### src/rtl/uart_tx_ctrl.sv
// UART transmit sequencer: pops the TX FIFO, loads the holding register and
// serialises start, 8 data bits LSB-first, optional parity and 1/2 stop bits.
module uart_tx_ctrl #(
    parameter int unsigned OVS = 16
) (
    input  logic       clk_i,
    input  logic       rst_ni,
    input  logic       baud_tick_i,
    input  logic       tx_en_i,
    input  logic       parity_en_i,
    input  logic       parity_odd_i,
    input  logic       stop2_i,
    input  logic       fifo_empty_i,
    output logic       fifo_rd_o,
    output logic       hold_en_o,
    input  logic [7:0] hold_q_i,
    output logic       tx_o,
    output logic       busy_o,
    output logic       done_o
);

    typedef enum logic [2:0] {IDLE, LOAD, START, DATA, PARITY, STOP} state_t;

    localparam logic [4:0] TICK_LAST = 5'(OVS - 1);

    state_t     state;
    logic [4:0] tick_cnt;
    logic [2:0] bit_cnt;
    logic [7:0] shreg;
    logic       par_bit;
    logic       first;
    logic       par_en_sh;
    logic       par_odd_sh;
    logic       stop2_sh;
    logic       bit_end;

    assign bit_end = baud_tick_i && (tick_cnt == TICK_LAST);

    always_ff @(posedge clk_i or negedge rst_ni) begin
        if (!rst_ni) begin
            state      <= IDLE;
            tick_cnt   <= '0;
            bit_cnt    <= '0;
            shreg      <= '0;
            par_bit    <= 1'b0;
            first      <= 1'b0;
            par_en_sh  <= 1'b0;
            par_odd_sh <= 1'b0;
            stop2_sh   <= 1'b0;
            fifo_rd_o  <= 1'b0;
            hold_en_o  <= 1'b0;
            tx_o       <= 1'b1;
            busy_o     <= 1'b0;
            done_o     <= 1'b0;
        end else begin
            fifo_rd_o <= 1'b0;
            hold_en_o <= 1'b0;
            done_o    <= 1'b0;

            if ((state inside {START, DATA, PARITY, STOP}) && baud_tick_i)
                tick_cnt <= bit_end ? '0 : tick_cnt + 5'd1;

            case (state)
                IDLE: begin
                    tx_o <= 1'b1;
                    // A pop issued on the previous cycle (or on the done cycle) commits the frame.
                    if (fifo_rd_o) begin
                        state     <= LOAD;
                        hold_en_o <= 1'b1;
                        busy_o    <= 1'b1;
                    end else if (tx_en_i && !fifo_empty_i) begin
                        fifo_rd_o <= 1'b1;
                    end
                end
                LOAD: begin
                    par_en_sh  <= parity_en_i;
                    par_odd_sh <= parity_odd_i;
                    stop2_sh   <= stop2_i;
                    tick_cnt   <= '0;
                    bit_cnt    <= '0;
                    first      <= 1'b1;
                    tx_o       <= 1'b0;
                    state      <= START;
                end
                START: begin
                    if (first) begin
                        shreg   <= hold_q_i;
                        par_bit <= (^hold_q_i) ^ par_odd_sh;
                        first   <= 1'b0;
                    end
                    if (bit_end) begin
                        tx_o  <= shreg[0];
                        state <= DATA;
                    end
                end
                DATA: begin
                    if (bit_end) begin
                        if (bit_cnt == 3'd7) begin
                            bit_cnt <= '0;
                            if (par_en_sh) begin
                                tx_o  <= par_bit;
                                state <= PARITY;
                            end else begin
                                tx_o  <= 1'b1;
                                state <= STOP;
                            end
                        end else begin
                            bit_cnt <= bit_cnt + 3'd1;
                            shreg   <= shreg >> 1;
                            tx_o    <= shreg[1];
                        end
                    end
                end
                PARITY: begin
                    if (bit_end) begin
                        tx_o  <= 1'b1;
                        state <= STOP;
                    end
                end
                STOP: begin
                    if (bit_end) begin
                        if (stop2_sh && (bit_cnt == 3'd0)) begin
                            bit_cnt <= 3'd1;
                        end else begin
                            bit_cnt   <= '0;
                            state     <= IDLE;
                            busy_o    <= 1'b0;
                            done_o    <= 1'b1;
                            fifo_rd_o <= tx_en_i && !fifo_empty_i;
                        end
                    end
                end
                default: state <= IDLE;
            endcase
        end
    end

endmodule

### config.mk
export PLATFORM = sky130hd
export DESIGN_NAME = uart_tx_ctrl
export DESIGN_NICKNAME = d
export VERILOG_FILES = /design/src/rtl/uart_tx_ctrl.sv
export SDC_FILE = /design/constraint.sdc
export NUM_CORES = 1
export LEC_CHECK = 0
export ABC_AREA = 1
export ABC_CLOCK_PERIOD_IN_PS = 1800
export CORE_MARGIN = 2
export CORE_UTILIZATION = 40
export DETAILED_ROUTE_END_ITERATION = 6
export PLACE_DENSITY = 0.65
export SLEW_MARGIN = 20
export SYNTH_ARGS = -nofsm -noshare
export SYNTH_HDL_FRONTEND = slang
export SYNTH_SLANG_ARGS = --single-unit
### constraint.sdc
create_clock -name clk_i -period 1.8 [get_ports clk_i]
set_input_delay 0.36 -clock clk_i [delete_from_list [all_inputs] [get_ports clk_i]]
set_output_delay 0.36 -clock clk_i [all_outputs]
set_load 0.02 [all_outputs]
==> metrics.md <==
| Metric | Value |
|---|---|
| CTS max path bufs | 2 |
| Most instantiated cells after synthesis | nand2_1, inv_1, dfrtp_1 |
| Sequential power share | 0.342 |
| Final std cells w/o fill | 306 |
| Slew margin rel. | 0.750 |
| Critical R2R Capture | state[0] |
| Tmin final | 1.77 ns |
| Die Y-Extent | 70.0 um |
| Critical Path RT | 1.44 ns |
| Reg-to-Reg Start | tick_cnt[1] |
| Final period util | 0.982 |
| Main area contributors after synthesis | dfrtp_1, nand2_1, inv_1 |
| Async SR Flop Fraction | 1.00 |
| Pins over their slew limit | 0 |
| Post-Syn Instances | 228 |
| CP max stage delay | 0.60 ns |
| Port bufs | 20 |
| Maximum vdd drop | 0.410 mV |
| Finished Core Util | 0.488 |
| Crit-path slowest cell | clkdlybuf4s50_1 |
| Global-route wire length before repair | 5.73 mm |
| Worst Skew | 0.00389 ns |
| Dpl cells | 299 |
| Gpl congestion | 0.846 |
| Clock Pin Slew Worst Setup and Hold Paths | 0.06 ns |
| H-tree Lvls | 2 |
| R2r worst-path depth | 10 |
| Setup Buffers After CTS | 0 |
| RSZ-0062 raised after global routing | no |
| Crit Path Max Fanout | 2 |
| Final TNS setup | 0 ns |
| Syn-to-layout area delta | 19.5% |
| Slew @ Worst Pin | 0.374 ns |
| Mean post-synth cell area | 7.64 um2 |
| Number of global-route vias before repair | 1382 |
| Prevailing post-synth register cell | dfrtp_1 |
| Clock buffer count from CTS | 5 |
| Post-synth EDFFs | 0 |
| FMAX | 566 MHz |
| Arr. time, crit path | 1.41 ns |
| Number of fill cells | 436 |
| Antenna Nets Post-Route | 0 |
| GRT Residual Overflow | 0 |
| P_int | 1.76 mW |
| Hold buffers post-CTS | 0 |
| 1st-pass router iterations | 4 |
| Clock power frac | 0.174 |
| Switch Pwr | 1.31 mW |
| Max Cap Viol | 0 |
| Largest net degree at the start of global routing | 30 |
| Clk Latency, worst-skew pair | 0.28 ns |
| Worst R2R Setup Slack | 0.25 ns |
| Yosys top cell area share | 0.402 |
| Residual DRC count | 0 |
| Gr busiest metal | met2 |
| Area of the core | 4260 um2 |
| Overall power | 3.07 mW |
| Initial antenna violation count | 0 |
| Seq cells post-synth | 29 |
| All-Layer GR Usage | 0.148 |
| Met3 Use GR | 0.0303 |
| Most frequent cell after synthesis | nand2_1 |
| Pwr per Cell Area | 1480 nW/um2 |
| Routed Wire Length | 3.18 mm |
| CP top delay family | buffers and inverters |
| CTS tree | yes |
| Clock sink count | 29 |
| Initial DRC Count | 77 |
| Chip Width | 70.0 um |
| Outcome | completed |
| CP Launch Type | flip-flop |
| Final setup viols | 0 |
| DR vias/cell | 4.73 |
| Sw Ratio | 0.428 |
| Die area | 4900 um2 |
| Synth area leader | dfrtp_1 |
| Diode count | 0 |
| CP Capture Type | primary output |
| Fin. Hold Viols | 0 |
| Vias | 1448 |
| Wirelength per Cell | 10.4 um |
| Initial Util | 0.409 |
| Io pins | 21 |
| Hold WS | 0.472 ns |
| DPL Wire Length | 2.40 mm |
| Min-delay worst type | in -> async |
| Crit-path cells | clkdlybuf4s50_1 |
| Cell area after synthesis | 1740 um2 |
| Leak | 1.04 nW |
| Netlist cell types | 30 |
| Layout cells sized above 1 | 0.154 |
| CP Class | reg -> out |
| # rows | 24 |
| Combinational Power Share | 0.484 |
| Synthesis Warnings | 0 |
| Syn nets | 248 |
| Nets | 274 |
| Met1 Use GR | 0.184 |
| Met2 Use GR | 0.241 |
| Buffers & Inverters on Critical Path | 1 |
| Clock Root Buffer | clkbuf_8 |
| Sequential area share after synthesis | 0.417 |
| Post_cts resized | 0 |
==> routing by layer <==
metal / up-vias / wire length, um
met3: 7 / 110
met2: 17 / 1500
met5: - / 0
met4: 0 / 55
met1: 663 / 1520
li1: 761 / -
==> how the worst max path moves through the flow <==
stage,from,endpoint,slack (ns),depth (start not counted)
6_report,tx_o,tx_o,0.03,1
3_3_place_gp,baud_tick_i,state[1],0.16,8
2_1_floorplan,tick_cnt[0],state[1],0.40,10
5_1_grt,tx_o,tx_o,0.003,1
4_1_cts,tx_o,tx_o,0.02,1
3_5_place_dp,baud_tick_i,state[0],0.12,8
==> layout make-up <==
class	instances	area (um2)	area share
clock buffers	7	86.3	0.0415
inverters	35	139	0.0667
multi-input cells	160	842	0.404
flip-flops and latches	29	727	0.349
well taps	52	65.1	0.0312
repair buffers	23	223	0.107
==> cells by family after synthesis <==
family / share of synthesized area
compound gates: 0.129
xor+xnor: 0.0151
fa+ha+maj: 0.0287
buf+inv: 0.0998
flops: 0.417
mux: 0.00646
simple gates: 0.304
==> registers in the layout, indices dropped and copies added (netlist names) <==
name and count:
shreg 8, tick_cnt 5, bit_cnt 3, state 3, busy_o 1, done_o 1
fifo_rd_o 1, first 1, hold_en_o 1, par_bit 1, par_en_sh 1, par_odd_sh 1
stop2_sh 1, tx_o 1
==> power by group through the flow <==
stage,Clock [mW],Combinational [mW],Sequential [mW]
finish,0.534,1.49,1.05
global route,0.577,1.71,1.08
CTS,0.552,1.51,1.05
detailed placement,0,1.49,1.06
global placement,0,1.47,1.06
floorplan,0,1.24,1.03
==> placed cells by master, fill, tap and decap left out, types with 2 or more instances in the layout <==
cell / synthesis / layout
nand2_1: 71 / 71
inv_1: 29 / 29
dfrtp_1: 28 / 28
clkdlybuf4s50_1: 0 / 20
o21ai_0: 19 / 19
nor2_1: 14 / 14
nand3_1: 14 / 14
o21ai_2: 8 / 8
a21oi_1: 6 / 6
clkbuf_8: 0 / 6
nor2_2: 4 / 4
ha_1: 4 / 4
inv_2: 3 / 3
inv_4: 3 / 3
xor2_1: 3 / 3
nand2_2: 3 / 3
buf_4: 2 / 3
nand2_4: 2 / 2
o21ai_1: 2 / 2
==> worst reg2reg max path: stages, from the launching register on <==
cell     delay, ns
dfrtp_1       0.37
ha_1          0.17
nand2_1       0.10
nor2_4        0.14
nand3_4       0.11
nand2_1       0.11
nand2_1       0.07
nor2_2        0.14
nand2_1       0.11
nand2_1       0.07
nand2_1       0.05
==> per-stage QoR <==
stage / worst slack, ns / instance area (um2)
2_1_floorplan: 0.404 / 1740
3_3_place_gp: 0.164 / 2000
3_5_place_dp: 0.123 / 2000
4_1_cts: 0.0176 / 2080
5_1_grt: 0.00269 / 2080
6_report: 0.0322 / 2080
Power figures use the tool's default switching activity.
